## src/rtl/mem_arbiter.sv

```systemverilog
// mem_arbiter: shares one memory-unit port among NUM_CH requesters.
//
// A two-state FSM (IDLE/BUSY) grants one channel at a time. The grant is
// locked until the memory unit answers (mu_ready) or a flush aborts it.
// Every completion is followed by one IDLE cycle. This gives each requester
// a cycle to drop its ch_valid before arbitration runs again.
//
// Optional feature: define MEM_ARBITER_RR_EN to select round-robin
// arbitration. Without it, arbitration is fixed priority and the highest
// index wins.
//
// Ports:
//   clk_in, rst_in (sync, active-low), rdy_in (low = global stall)
//   flush_in                    abort the grant if FLUSH_MASK[grant_id] = 1
//   ch_valid/ch_wr [NUM_CH]     per-channel request and write flag
//   ch_len   [3*NUM_CH]         per-channel {unsigned, size[1:0]}
//   ch_addr/ch_value [32*NUM_CH] per-channel address and write data
//   ch_ready [NUM_CH]           one-cycle completion pulse (one-hot or zero)
//   ch_result [32]              read data, zero unless ch_ready is set
//   mu_valid/mu_wr/mu_len/mu_addr/mu_value -> memory unit request
//   mu_result/mu_ready          <- memory unit response
//   busy, grant_id              FSM status and granted channel
module mem_arbiter #(
  parameter int                NUM_CH     = 3,
  parameter logic [NUM_CH-1:0] FLUSH_MASK = {NUM_CH{1'b1}},
  localparam int               GID_W      = $clog2(NUM_CH)
) (
  input  logic                 clk_in,
  input  logic                 rst_in,
  input  logic                 rdy_in,
  input  logic                 flush_in,
  input  logic [NUM_CH-1:0]    ch_valid,
  input  logic [NUM_CH-1:0]    ch_wr,
  input  logic [3*NUM_CH-1:0]  ch_len,
  input  logic [32*NUM_CH-1:0] ch_addr,
  input  logic [32*NUM_CH-1:0] ch_value,
  output logic [NUM_CH-1:0]    ch_ready,
  output logic [31:0]          ch_result,
  output logic                 mu_valid,
  output logic                 mu_wr,
  output logic [2:0]           mu_len,
  output logic [31:0]          mu_addr,
  output logic [31:0]          mu_value,
  input  logic [31:0]          mu_result,
  input  logic                 mu_ready,
  output logic                 busy,
  output logic [GID_W-1:0]     grant_id
);

  typedef enum logic {IDLE = 1'b0, BUSY = 1'b1} state_t;

  state_t           state_d, state_q;
  logic [GID_W-1:0] grant_id_d, grant_id_q;
  logic [GID_W-1:0] winner;
  logic             flush_hit;
  logic             done;

`ifdef MEM_ARBITER_RR_EN
  logic [GID_W-1:0] rr_ptr_d, rr_ptr_q;
  logic             found;

  // Search starts one past the last granted channel and wraps around.
  always_comb begin
    winner = '0;
    found  = 1'b0;
    for (int k = 0; k < NUM_CH; k++) begin
      for (int j = 0; j < NUM_CH; j++) begin
        if (!found && ch_valid[j] && (j == (int'(rr_ptr_q) + 1 + k) % NUM_CH)) begin
          winner = GID_W'(j);
          found  = 1'b1;
        end
      end
    end
  end
`else
  // Later iterations override earlier ones, so the highest index wins.
  always_comb begin
    winner = '0;
    for (int i = 0; i < NUM_CH; i++) begin
      if (ch_valid[i]) winner = GID_W'(i);
    end
  end
`endif

  assign flush_hit = flush_in & FLUSH_MASK[grant_id_q];

  // A completion is blocked by a stall or by a pending reset. A flush of a
  // flushable channel also blocks it, even when mu_ready is high.
  assign done = (state_q == BUSY) & rdy_in & rst_in & mu_ready & ~flush_hit;

  always_comb begin
    state_d    = state_q;
    grant_id_d = grant_id_q;
`ifdef MEM_ARBITER_RR_EN
    rr_ptr_d   = rr_ptr_q;
`endif
    if (rdy_in) begin
      case (state_q)
        IDLE: begin
          if (!flush_in && (|ch_valid)) begin
            state_d    = BUSY;
            grant_id_d = winner;
`ifdef MEM_ARBITER_RR_EN
            rr_ptr_d   = winner;
`endif
          end
        end
        BUSY: begin
          if (flush_hit || mu_ready) state_d = IDLE;
        end
        default: state_d = IDLE;
      endcase
    end
  end

  always_ff @(posedge clk_in) begin
    if (!rst_in) begin
      state_q    <= IDLE;
      grant_id_q <= '0;
`ifdef MEM_ARBITER_RR_EN
      rr_ptr_q   <= GID_W'(NUM_CH - 1);
`endif
    end else begin
      state_q    <= state_d;
      grant_id_q <= grant_id_d;
`ifdef MEM_ARBITER_RR_EN
      rr_ptr_q   <= rr_ptr_d;
`endif
    end
  end

  // The memory-unit request is steered from the locked grant. It stays zero in IDLE.
  always_comb begin
    mu_valid  = 1'b0;
    mu_wr     = 1'b0;
    mu_len    = '0;
    mu_addr   = '0;
    mu_value  = '0;
    ch_ready  = '0;
    ch_result = '0;
    for (int i = 0; i < NUM_CH; i++) begin
      if (grant_id_q == GID_W'(i)) begin
        if (state_q == BUSY) begin
          mu_valid = 1'b1;
          mu_wr    = ch_wr[i];
          mu_len   = ch_len[3*i +: 3];
          mu_addr  = ch_addr[32*i +: 32];
          mu_value = ch_value[32*i +: 32];
        end
        ch_ready[i] = done;
      end
    end
    if (done) ch_result = mu_result;
  end

  assign busy     = (state_q == BUSY);
  assign grant_id = grant_id_q;

endmodule

```

## config.mk

```make
export PLATFORM = sky130hd
export DESIGN_NAME = mem_arbiter
export DESIGN_NICKNAME = d
export VERILOG_FILES = /design/src/rtl/mem_arbiter.sv
export SDC_FILE = /design/constraint.sdc
export NUM_CORES = 1
export LEC_CHECK = 0
export ABC_AREA = 1
export BUFFER_PORTS_ARGS = -buffer_cell sky130_fd_sc_hd__buf_2
export CAP_MARGIN = 25
export CORE_AREA = 3 3 134 136
export DETAILED_ROUTE_END_ITERATION = 6
export DIE_AREA = 0 0 137 139
export GPL_ROUTABILITY_DRIVEN = 1
export SETUP_SLACK_MARGIN = 0.3
export SKIP_LAST_GASP = 1
export SLEW_MARGIN = 20
export SYNTH_ARGS = -nofsm -noshare
export SYNTH_HDL_FRONTEND = slang
export SYNTH_SLANG_ARGS = --single-unit
```

## constraint.sdc

```tcl
create_clock -name clk_in -period 1.49 [get_ports clk_in]
set_input_delay 0.149 -clock clk_in [delete_from_list [all_inputs] [get_ports clk_in]]
set_output_delay 0.149 -clock clk_in [all_outputs]
set_load 0.05 [all_outputs]
```

* Word level (Yosys, flattened, before mapping) *
Index checks and enable logic that the tools add are counted.

word-level totals
  register bits = 3
  output and inout port bits = 107
  input bits = 244

operators by class
  reductions and logical operators = 6
  bitwise logic cells = 7
  magnitude comparators = 1
  mux-type cells = 41
  equality and inequality tests = 2

operators with widths
  cell                                                                    number
  32-bit two-way mux                                                      13
  1-bit two-way mux                                                       19
  3-bit two-way mux                                                       6
  1-bit bitwise AND                                                       5
  2-bit by 3-bit < comparator with 1-bit output (second input constant)   1
  3-bit AND reduction                                                     1
  3-bit OR reduction                                                      1
  1-bit binary-select mux with 2-bit select                               1
  2-bit by 1-bit equality test with 1-bit output (second input constant)  1
  2-bit equality test (second input constant)                             1
  2-bit zero test                                                         1
  2-bit two-way mux                                                       1
  1-bit NOT                                                               2
  1-bit case mux with 2 select lines                                      1
  1-bit logical AND                                                       1
  1-bit zero test                                                         1
  1-bit logical OR                                                        1

* Logic depth before layout (Yosys ltp) *
Gate-level depths: netlist of the first run.

  depth after elaboration = 6
  mapped depth = 7
  depth with buffers taken out = 6

* Worst setup path before layout of the first run *
Ideal clock, no wire load.

  path kind = register to output
  start point = register grant_id_q[0] (netlist: grant_id[0])
  end point = output port ch_result[10]
  setup slack = -0.671 ns
  arrival time = 2.012 ns
  stages on the path, launching flop included = 6
  buffers on the path = 1
  cell sequence = dfxtp_1 nand2_1 a21oi_1 nand3_1 buf_2 nor2_1

between the ends
  word-level cells in the longest chain between the ends = 6

RTL lines
  item                                       RTL line  RTL
  from (decl)                                53        logic [GID_W-1:0] grant_id_d, grant_id_q;
  from (signal assigned)                     125       grant_id_q <= grant_id_d;
  1-bit binary-select mux with 2-bit select  85        assign flush_hit = flush_in & FLUSH_MASK[grant_id_q];
  1-bit two-way mux (not written as such)    85
  1-bit bitwise AND                          85
  1-bit NOT                                  89        assign done = (state_q == BUSY) & rdy_in & rst_in & mu_ready & ~flush_hit;
  1-bit bitwise AND                          89
  32-bit two-way mux                         153       if (done) ch_result = mu_result;
  to (decl)                                  38        output logic [31:0] ch_result,

No other way between the ends. The select of a mux whose other input is x is not followed.

* Worst setup path after layout of the first run *
  start point = register grant_id_q[0] (netlist: grant_id[0])
  end point = output port mu_value[11]

between the ends
  word-level cells in the longest chain between the ends = 6

RTL lines
  item                  RTL line  RTL
  2-bit zero test       142       if (grant_id_q == GID_W'(i)) begin
  32-bit two-way mux    142
  32-bit two-way mux    143       if (state_q == BUSY) begin
  32-bit two-way mux    142
  32-bit two-way mux    143
  32-bit two-way mux *  142
  to (decl)             43        output logic [31:0] mu_value,

Mark *: on every way between the ends. The rest lies on a longest branch, timed or not.

==> results.py, run 1 <==
metrics = {
    "synth": {
        "synth_area_per_cell_um2": 4.468,
        "yosysSeqAreaShare_pct": 3.336,
        "synth_edf_count": 0,
        "synth_top_area_cell": "nand3_1",
        "synth_cells": 403,
        "mappedNetlistArea_um2": 1800,
        "ys_warn_count": 0,
        "synth-async-reset-ratio_pct": 0,
        "synthTopCellsByCount": "nand2_1, nand3_1, nor2_1",
        "post-synth-top-count-cell": "nand2_1",
        "synthDominantCellAreaShare_pct": 38.92,
        "synth_cell_type_count": 14,
        "ys_top_cells_by_area": "nand3_1, nand2_1, nor2_1",
        "synth_nets": 647,
        "synth_seq_cells": 3,
        "synth-main-ff-cell": "dfxtp_1",
    },
    "final_layout": {
        "final_cells": 1004,
        "drive_gt1_share_pct": 72.27,
        "seq_area_um2": 71.32,
        "multiInputGateArea_um2": 2821,
        "final_nets": 1024,
        "syn_to_final_growth_pct": 292.6,
        "n_fill_cell": 1648,
        "antenna_cells": 0,
    },
    "critical_path": {
        "critPathMaxFanout": 17,
        "cp.required_ps": 1340,
        "critPathCaptureType": "output port",
        "worstSetupPathType": "reg2out",
        "critical_path.startpoint_type": "flop",
        "cp.arrival_ps": 1660,
        "crit_chain": "or2_4, nor2_4, buf_4, clkbuf_16, nand2_1, nand3_4, buf_8",
        "slowest_delay_ps": 340,
        "slowest_stage": "dfxtp_4",
    },
    "grt": {
        "grt_pass1_vias": 4316,
        "antenna_found_initial": 0,
        "grtUsageTotal_pct": 14.56,
        "grt_pass1_wl_mm": 21.87,
        "grt_max_degree": 37,
        "grt-ovfl-total": 0,
    },
    "run": {
        "drv_cap": 0,
    },
    "routing": {
        "viasPerCell": 4.306,
        "finalWirelength_mm": 16.91,
        "route.vias.total": 4323,
        "drtAntennaViolNets": 0,
        "dr.pass1.iters": 4,
        "wl_per_cell_um": 16.85,
        "drcViolationCount": 0,
        "drt-initial-drc-count": 95,
    },
    "cts": {
        "clkTransAtPathRegs_ps": 30,
        "cts.sinks": 3,
        "cts_buffers": 3,
        "hold_buffers": 0,
        "htree_levels": 1,
        "clock_path_buffers": 2,
        "cts_tree": "built",
        "cts_root_buf": "clkbuf_16",
        "clock_latency_ps": 230,
    },
    "min_path": {
        "hold_path_class": "in2reg",
    },
    "sta": {
        "maxSlewHeadroom_pct": 82.91,
        "worst_slack_ps": -316.8,
        "rsz0062_at_grt": "true",
        "setup_viol_count_final": 103,
        "fin_crit_sh_pct": 121.3,
        "slew_viol_final": 0,
        "hold_violations": 0,
        "max_freq_ghz": 0.5535,
        "tightestPinTransition_ps": 258.1,
        "finalClockSkew_ps": 0.2012,
        "period_minus_slack_ps": 1807,
    },
    "run_status": {
        "status": "complete, but fails checks",
        "violations": "setup timing",
    },
    "floorplan": {
        "num_rows": 48,
        "die_h_um": 139,
        "ios": 351,
        "die-area_um2": 19040,
        "core-area_um2": 17060,
        "start_util_pct": 10.56,
        "die_width_um": 137,
    },
    "placement": {
        "hpwl_mm": 10.73,
        "place_inst": 962,
        "place_congestion": 0.7712,
        "place_ws_ps": -147.5,
        "io_buffers": 350,
    },
    "pwr": {
        "power_density_nw_per_um2": 295.9,
        "vdd.ir_drop.worst_v": 0.0003856,
        "p_leak_nw": 3.767,
    },
}
==> registers in the layout (all words and copies together), names as in the netlist <==
name and count:
busy 1, grant_id 2
==> cell usage in the layout, fill, tap and decap left out <==
| cell | instances |
|---|---|
| clkbuf_16 | 13 |
| inv_2 | 1 |
| nand2_8 | 1 |
| buf_12 | 10 |
| nand3_4 | 69 |
| clkbuf_1 | 1 |
| nor2_4 | 38 |
| nand2_2 | 19 |
| inv_1 | 35 |
| a21oi_1 | 3 |
| inv_4 | 1 |
| buf_6 | 28 |
| nand3_1 | 71 |
| dfxtp_4 | 3 |
| buf_2 | 244 |
| or2_4 | 1 |
| a21oi_4 | 2 |
| buf_8 | 86 |
| nand2_4 | 21 |
| buf_16 | 10 |
| buf_4 | 16 |
| nand2_1 | 104 |
| nor2_1 | 2 |
==> through the flow <==
stage	cell area [µm²]	TNS, ps	total power, mW	util [%]	hold WS [ps]
final	7068	-21550	2.091	41.44	226.0
after global routing	7068	-27210	2.201	41.44	260.0
after CTS	6336	-23580	1.940	37.15	221.2
after detailed placement	5079	-8696	1.242	29.78	455.6
after global placement	5079	-7004	1.234	29.78	449.2
after floorplan	3017	-1364	0.7583	-	284.5
==> logic make-up after synthesis <==
family | count (synthesis) | synth area share (%)
and+or+nand+nor | 326 | 78.53
buffers and inverters | 69 | 16.75
AOI/OAI and AO/OA | 5 | 1.390
DFF | 3 | 3.336
==> routing by layer <==
layer	vias up	part of all wire, %	wire, µm	global-route usage, %
li1	2054	-	-	-
met1	2020	37	6310	16.13
met2	231	53	9014	28.12
met3	18	7.8	1326	2.431
met4	0	1.6	263	3.624
met5	-	0	0	0
==> cell type report <==
class	count	share of cell area (%)
well taps	225	3.983
flip-flops and latches	3	1.009
multi-input cells	331	39.92
repair buffers	404	51.97
inverters	37	2.000
clock buffers	4	1.115
==> worst paths after layout <==
check                                start                        to  slack [ps]  depth (start not counted)
hold / removal                 ch_valid[2]  grant_id[1]$_SDFFE_PN0P_         230                          3
setup reg to reg         busy$_SDFFE_PN0P_         busy$_SDFFE_PN0P_         360                          5
hold reg to reg   grant_id[1]$_SDFFE_PN0P_  grant_id[1]$_SDFFE_PN0P_         520                          2
setup / recovery  grant_id[0]$_SDFFE_PN0P_              mu_value[11]        -320                          7
==> repair_timing <==
action                                  4_1_cts  5_1_grt
endpoints found under the setup margin      105      106
pin swaps                                     3        8
gates cloned                                  7       10
gates resized for setup                     275      113
buffers inserted                             13        8
==> critical path: cells and delay by family (launching register included) <==
kind	cells	cell delay, ps
buffers and inverters	3	470
DFF	1	340
and+or+nand+nor	4	630
==> power by group <==
part / total (mW) / switching, mW / internal, mW
clock network: 0.432 / 0.0788 / 0.354
logic: 1.57 / 0.848 / 0.721
registers: 0.0898 / 0.00764 / 0.0822
No activity file was read; power rests on OpenSTA's default activity.
==> run 2: changes to the inputs <==
==> constraint.sdc (replaced) <==
create_clock -name clk_in -period 1.49 [get_ports clk_in]
set_input_delay 0.298 -clock clk_in [delete_from_list [all_inputs] [get_ports clk_in]]
set_output_delay 0.298 -clock clk_in [all_outputs]
set_load 0.05 [all_outputs]
==> run 2 against run 1 <==
  * The flow still finishes with violations (setup timing)
  * Sequential power shrank 2%
  * Sequential share of layout area is essentially flat
  * Critical path depth is the same
  * Clock skew grew 0.57 ps
  * Count of clock-buffer cells in the layout is the same
  * Combinational power is essentially flat
  * Maximum frequency shrank 7.6%
  * Register-to-register slack is essentially flat
  * Critical path type unchanged
==> results.py, run 2 (synthesis results as in run 1) <==
metrics = {
    "floorplan": {
        "start_util_pct": 10.56,
        "die_width_um": 137,
        "ios": 351,
        "core-area_um2": 17060,
        "num_rows": 48,
        "die_h_um": 139,
        "die-area_um2": 19040,
    },
    "critical_path": {
        "cp.required_ps": 1190,
        "cp.arrival_ps": 1660,
        "critPathCaptureType": "output port",
        "worstSetupPathType": "reg2out",
        "critPathMaxFanout": 8,
        "critical_path.startpoint_type": "flop",
    },
    "cts": {
        "clock_latency_ps": 220,
        "clkTransAtPathRegs_ps": 30,
        "cts_tree": "built",
        "cts.sinks": 3,
        "htree_levels": 1,
        "cts_buffers": 3,
        "hold_buffers": 0,
        "clock_path_buffers": 2,
        "cts_root_buf": "clkbuf_16",
    },
    "sta": {
        "period_minus_slack_ps": 1956,
        "maxSlewHeadroom_pct": 85.20,
        "rsz0062_at_grt": "true",
        "worst_slack_ps": -465.6,
        "fin_crit_sh_pct": 131.2,
        "hold_violations": 0,
        "max_freq_ghz": 0.5113,
        "setup_viol_count_final": 103,
        "finalClockSkew_ps": 0.7703,
        "tightestPinTransition_ps": 222.0,
        "slew_viol_final": 0,
    },
    "final_layout": {
        "largest_reg_flops": 2,
        "drive_gt1_share_pct": 72.84,
        "n_fill_cell": 1693,
        "final_common_cell": "buf_2",
        "final_nets": 1022,
        "syn_to_final_growth_pct": 275.5,
        "final_cells": 1002,
        "antenna_cells": 0,
        "fin_area_um2": 6760,
        "final_cell_mix": "buf_2, nand2_1, nand3_1",
    },
    "run_status": {
        "status": "complete, but fails checks",
        "violations": "setup timing",
    },
    "routing": {
        "drt-initial-drc-count": 94,
        "finalWirelength_mm": 16.23,
        "viasPerCell": 4.223,
        "dr.pass1.iters": 4,
        "route.vias.total": 4231,
        "drcViolationCount": 0,
        "wl_per_cell_um": 16.20,
        "drtAntennaViolNets": 0,
    },
    "pwr": {
        "p_clk_share_pct": 20.9,
        "power_density_nw_per_um2": 304.0,
        "vdd.ir_drop.worst_v": 0.0004958,
        "p_int_mw": 1.150,
        "switching_share_pct": 44.05,
        "switching_power_mw": 0.9053,
        "combinationalPowerShare_pct": 74.9,
        "p_leak_nw": 3.576,
        "p_seq_share_pct": 4.3,
    },
    "placement": {
        "place_inst": 970,
        "place_congestion": 0.7777,
        "placed_cell_area_um2": 5151,
        "place_ws_ps": -311.1,
        "hpwl_mm": 11.01,
        "io_buffers": 350,
    },
    "run": {
        "drv_cap": 0,
    },
    "grt": {
        "grtUsageTotal_pct": 13.36,
        "grt_pass1_vias": 4096,
        "antenna_found_initial": 0,
        "grt-ovfl-total": 0,
        "grt_pass1_wl_mm": 20.49,
        "grt_max_degree": 37,
    },
    "min_path": {
        "hold_path_class": "in2reg",
    },
}
-- run 2: cell types whose count changed in the layout (fill, tap and decap cells not counted), moves of 3 or more --
cell      before  now
nand2_1      104   99
buf_4         16   19
nor2_2         0    5
buf_8         86   68
nor2_4        38   33
buf_16        10    4
buf_12        10   16
nand2_4       21    7
clkbuf_4       0   15
nand2_2       19   38
-- run 2: power by group through the flow --
| stage | Sequential [mW] | Combinational [mW] | Clock [mW] |
|---|---|---|---|
| after global placement | 0.0865 | 1.17 | 0 |
| after floorplan | 0.101 | 0.657 | 0 |
| after global routing | 0.0887 | 1.63 | 0.443 |
| after detailed placement | 0.0867 | 1.18 | 0 |
| final | 0.0880 | 1.54 | 0.428 |
| after CTS | 0.0867 | 1.32 | 0.434 |
-- run 2: cell type report --
| cell class | count | area (µm²) | share of cell area (%) |
|---|---|---|---|
| Sequential cell | 3 | 71.32 | 1.055 |
| Tap cell | 225 | 281.5 | 4.164 |
| Timing Repair Buffer | 402 | 3463 | 51.23 |
| Multi-Input combinational cell | 331 | 2724 | 40.29 |
| Clock buffer | 4 | 78.83 | 1.166 |
| Inverter | 37 | 141.4 | 2.091 |
-- run 2: metal layers --
metal | vias up | global-route usage [%] | share of wire, %
met5 | - | 0 | 0
li1 | 2044 | - | -
met2 | 219 | 26.57 | 54
met1 | 1962 | 14.71 | 37
met3 | 6 | 1.959 | 8.1
met4 | 0 | 2.416 | 0.60
-- run 2: metrics by stage --
step	setup TNS (ps)	util (%)	hold slack [ps]	total power, mW
2_1_floorplan	-11340	-	433.5	0.7583
3_3_place_gp	-22060	30.20	508.6	1.255
3_5_place_dp	-24020	30.20	495.8	1.264
4_1_cts	-42900	33.81	371.8	1.845
5_1_grt	-49900	39.63	386.8	2.163
6_report	-41800	39.63	367.7	2.055
-- run 2: timing repair --
action                                  4_1_cts  5_1_grt
endpoints found under the setup margin      107      109
pin swaps                                     0        6
gates resized for setup                     118      234
cloned                                        4       12
buffers inserted                              8        4
-- run 2: worst max-delay path: stages, from the launching register on --
cell and delay (ps):
dfxtp_4 340, or2_4 260, nor2_4 180, buf_12 160, buf_16 160, nand2_1 90, nand3_4 80, buf_8 140
-- run 2: path summary, 6_finish.rpt --
path / start / end / slack, ps / depth (start not counted)
worst min-delay path: ch_valid[2] / grant_id[1]$_SDFFE_PN0P_ / 370 / 3
worst max-delay path: grant_id[0]$_SDFFE_PN0P_ / mu_addr[15] / -470 / 7
worst min register to register: grant_id[1]$_SDFFE_PN0P_ / grant_id[1]$_SDFFE_PN0P_ / 530 / 2
worst max register to register: busy$_SDFFE_PN0P_ / grant_id[1]$_SDFFE_PN0P_ / 370 / 7
==> run 3: changes to the inputs <==
Settings changed: ABC_AREA 1 to default.
==> run 3 against run 2 <==
  * The run still ends with setup timing left
  * Maximum frequency rose by 2.7%
  * Final cell count fell by 4.9%
  * Global-route usage grew 0.23 points
  * Area after synthesis grew 46%
  * Non-clock buffer count down 4
  * Power is 7.4% higher
  * Combinational power grew 9%
  * Sequential cell count is the same
==> results.py, run 3 <==
metrics = {
    "routing": {
        "dr.pass1.iters": 4,
        "viasPerCell": 4.116,
        "finalWirelength_mm": 14.58,
        "wl_per_cell_um": 15.30,
        "drt-initial-drc-count": 78,
        "drtAntennaViolNets": 0,
        "route.vias.total": 3923,
        "drcViolationCount": 0,
    },
    "cts": {
        "cts_buffers": 3,
        "htree_levels": 1,
        "cts_root_buf": "clkbuf_16",
        "cts.sinks": 3,
        "clkTransAtPathRegs_ps": 30,
        "cts_tree": "built",
        "clock_latency_ps": 230,
        "clock_path_buffers": 2,
    },
    "synth": {
        "mappedNetlistArea_um2": 2623,
        "synth-main-ff-cell": "dfxtp_1",
        "synth_area_per_cell_um2": 7.265,
        "synth_edf_count": 0,
        "synthTopCellsByCount": "mux2i_1, nand2_1, a21boi_1, or2_0, and2_1",
        "synth_seq_cells": 3,
        "synth_cells": 361,
        "yosysSeqAreaShare_pct": 2.290,
        "synth-async-reset-ratio_pct": 0,
        "ys_warn_count": 0,
        "synthDominantCellAreaShare_pct": 25.95,
        "synth_nets": 605,
        "synth_cell_type_count": 32,
        "ys_top_cells_by_area": "mux2i_1, a21boi_1, or2_0",
        "synth_top_area_cell": "mux2i_1",
    },
    "final_layout": {
        "largest_reg_flops": 2,
        "final_cell_mix": "buf_2, mux2i_1, a21boi_4",
        "n_fill_cell": 1715,
        "drive_gt1_share_pct": 72.12,
        "final_nets": 973,
        "syn_to_final_growth_pct": 159.4,
        "final_common_cell": "buf_2",
        "antenna_cells": 0,
        "multiInputGateArea_um2": 3149,
        "seq_area_um2": 71.32,
    },
    "grt": {
        "grt_pass1_vias": 3997,
        "grt-ovfl-total": 0,
        "grtUsageTotal_pct": 13.59,
        "grt_pass1_wl_mm": 20.58,
        "grt_max_degree": 32,
        "antenna_found_initial": 1,
    },
    "critical_path": {
        "critical_path.startpoint_type": "flop",
        "crit_family": "buffers and inverters",
        "crit_chain": "buf_4, nand2_4, a21oi_4, buf_12, buf_16, and2_2, buf_6",
        "r2r_start": "busy$_SDFFE_PN0P_",
        "slowest_delay_ps": 400,
        "critPathBufInv": 4,
        "worstSetupStartpoint": "grant_id[1]$_SDFFE_PN0P_",
        "slowest_stage": "dfxtp_4",
        "cp.arrival_ps": 1610,
        "worstSetupPathType": "reg2out",
        "cp.required_ps": 1190,
        "critPathCaptureType": "output port",
        "critPathMaxFanout": 16,
    },
    "floorplan": {
        "num_rows": 48,
        "die_h_um": 139,
        "die_width_um": 137,
        "core-area_um2": 17060,
        "die-area_um2": 19040,
        "start_util_pct": 15.38,
        "ios": 351,
    },
    "sta": {
        "max_freq_ghz": 0.5252,
        "finalClockSkew_ps": 3.722,
        "hold_violations": 0,
        "tightestPinTransition_ps": 222.8,
        "setup_viol_count_final": 104,
        "fin_crit_sh_pct": 127.8,
        "rsz0062_at_grt": "true",
        "period_minus_slack_ps": 1904,
        "hold_ws_ps": 414.6,
        "worst_slack_ps": -414.1,
        "slew_viol_final": 0,
        "maxSlewHeadroom_pct": 85.04,
    },
    "placement": {
        "place_congestion": 0.8055,
        "place_ws_ps": -259.7,
        "io_buffers": 350,
        "hpwl_mm": 10.82,
    },
    "run_status": {
        "violations": "setup timing",
        "status": "complete, but fails checks",
    },
    "run": {
        "drv_cap": 0,
    },
    "min_path": {
        "min_from": "rst_in",
        "hold_path_class": "in2reg",
    },
    "pwr": {
        "vdd.ir_drop.worst_v": 0.0004595,
        "power_density_nw_per_um2": 324.4,
        "p_leak_nw": 2.888,
    },
}
==> run 3: cell types whose count changed in the layout (fill, tap and decap cells not counted), moves of 32 or more <==
cell,before,now
a21boi_4,0,68
mux2i_1,0,68
nor2_4,33,0
nand2_1,99,59
inv_1,35,0
buf_8,68,36
nand3_4,69,0
or2_0,0,38
nand3_1,71,0
==> run 3: report_power, final <==
part | internal [mW] | total [mW] | switching (mW)
clock | 0.354 | 0.441 | 0.0867
sequential | 0.0824 | 0.0895 | 0.00705
combinational | 0.843 | 1.68 | 0.833
==> run 3: cells by family (layout without fill, tap and decap cells) <==
group                  after synthesis  count (layout)  share of synthesized area (%)
multiplexers                        68              68                          25.95
buffers and inverters               35             402                          11.31
flip-flops                           3               3                          2.290
AO/OA/AOI/OAI                       77              77                          23.52
AND/OR/NAND/NOR                    178             178                          36.93
==> run 3: path summary, 6_finish.rpt <==
kind | endpoint | slack (ps) | cells after the start
min reg2reg | grant_id[1]$_SDFFE_PN0P_ | 710 | 2
min | busy$_SDFFE_PN0P_ | 410 | 3
max | ch_result[0] | -410 | 7
max reg2reg | grant_id[0]$_SDFFE_PN0P_ | 180 | 5
==> run 3: stage by stage <==
stage | area, µm² | utilization, % | TNS, ps | total power [mW] | std cells
5_1_grt | 6802 | 39.88 | -43640 | 2.327 | 953
4_1_cts | 6665 | 39.08 | -39000 | 2.194 | 947
3_5_place_dp | 5658 | 33.17 | -22230 | 1.576 | 931
3_3_place_gp | 5658 | 33.17 | -20610 | 1.567 | 931
2_1_floorplan | 3547 | - | -26690 | 1.058 | 361
6_report | 6802 | 39.88 | -37280 | 2.206 | 953
==> run 3: timing repair <==
item	4_1_cts	5_1_grt
pin swaps	2	12
cloned	5	1
endpoints found under the hold margin	0	0
buffers inserted	7	5
setup endpoints to repair	110	110
hold buffers	0	0
gates resized for setup	227	32
==> run 3: routing by layer <==
| metal | track usage (%) | share of wire (%) | vias up | routed length [µm] |
|---|---|---|---|---|
| li1 | - | - | 1949 | - |
| met1 | 14.81 | 37 | 1772 | 5372 |
| met2 | 27.16 | 54 | 194 | 7810 |
| met3 | 2.504 | 8.9 | 8 | 1303 |
| met4 | 1.838 | 0.62 | 0 | 91 |
| met5 | 0 | 0 | - | 0 |
==> run 3: cell type report <==
cell class / count / share of cell area, %
multi-input cells: 323 / 46.30
clock buffers: 4 / 1.159
well taps: 225 / 4.139
repair buffers: 398 / 47.35
flip-flops and latches: 3 / 1.049
==> run 3: worst register-to-register path, cell delays in order (launching register included) <==
cell and delay (ps):
dfxtp_4 340, buf_12 150, buf_8 120, nor3b_4 240
o21ai_1 100, a31o_2 240
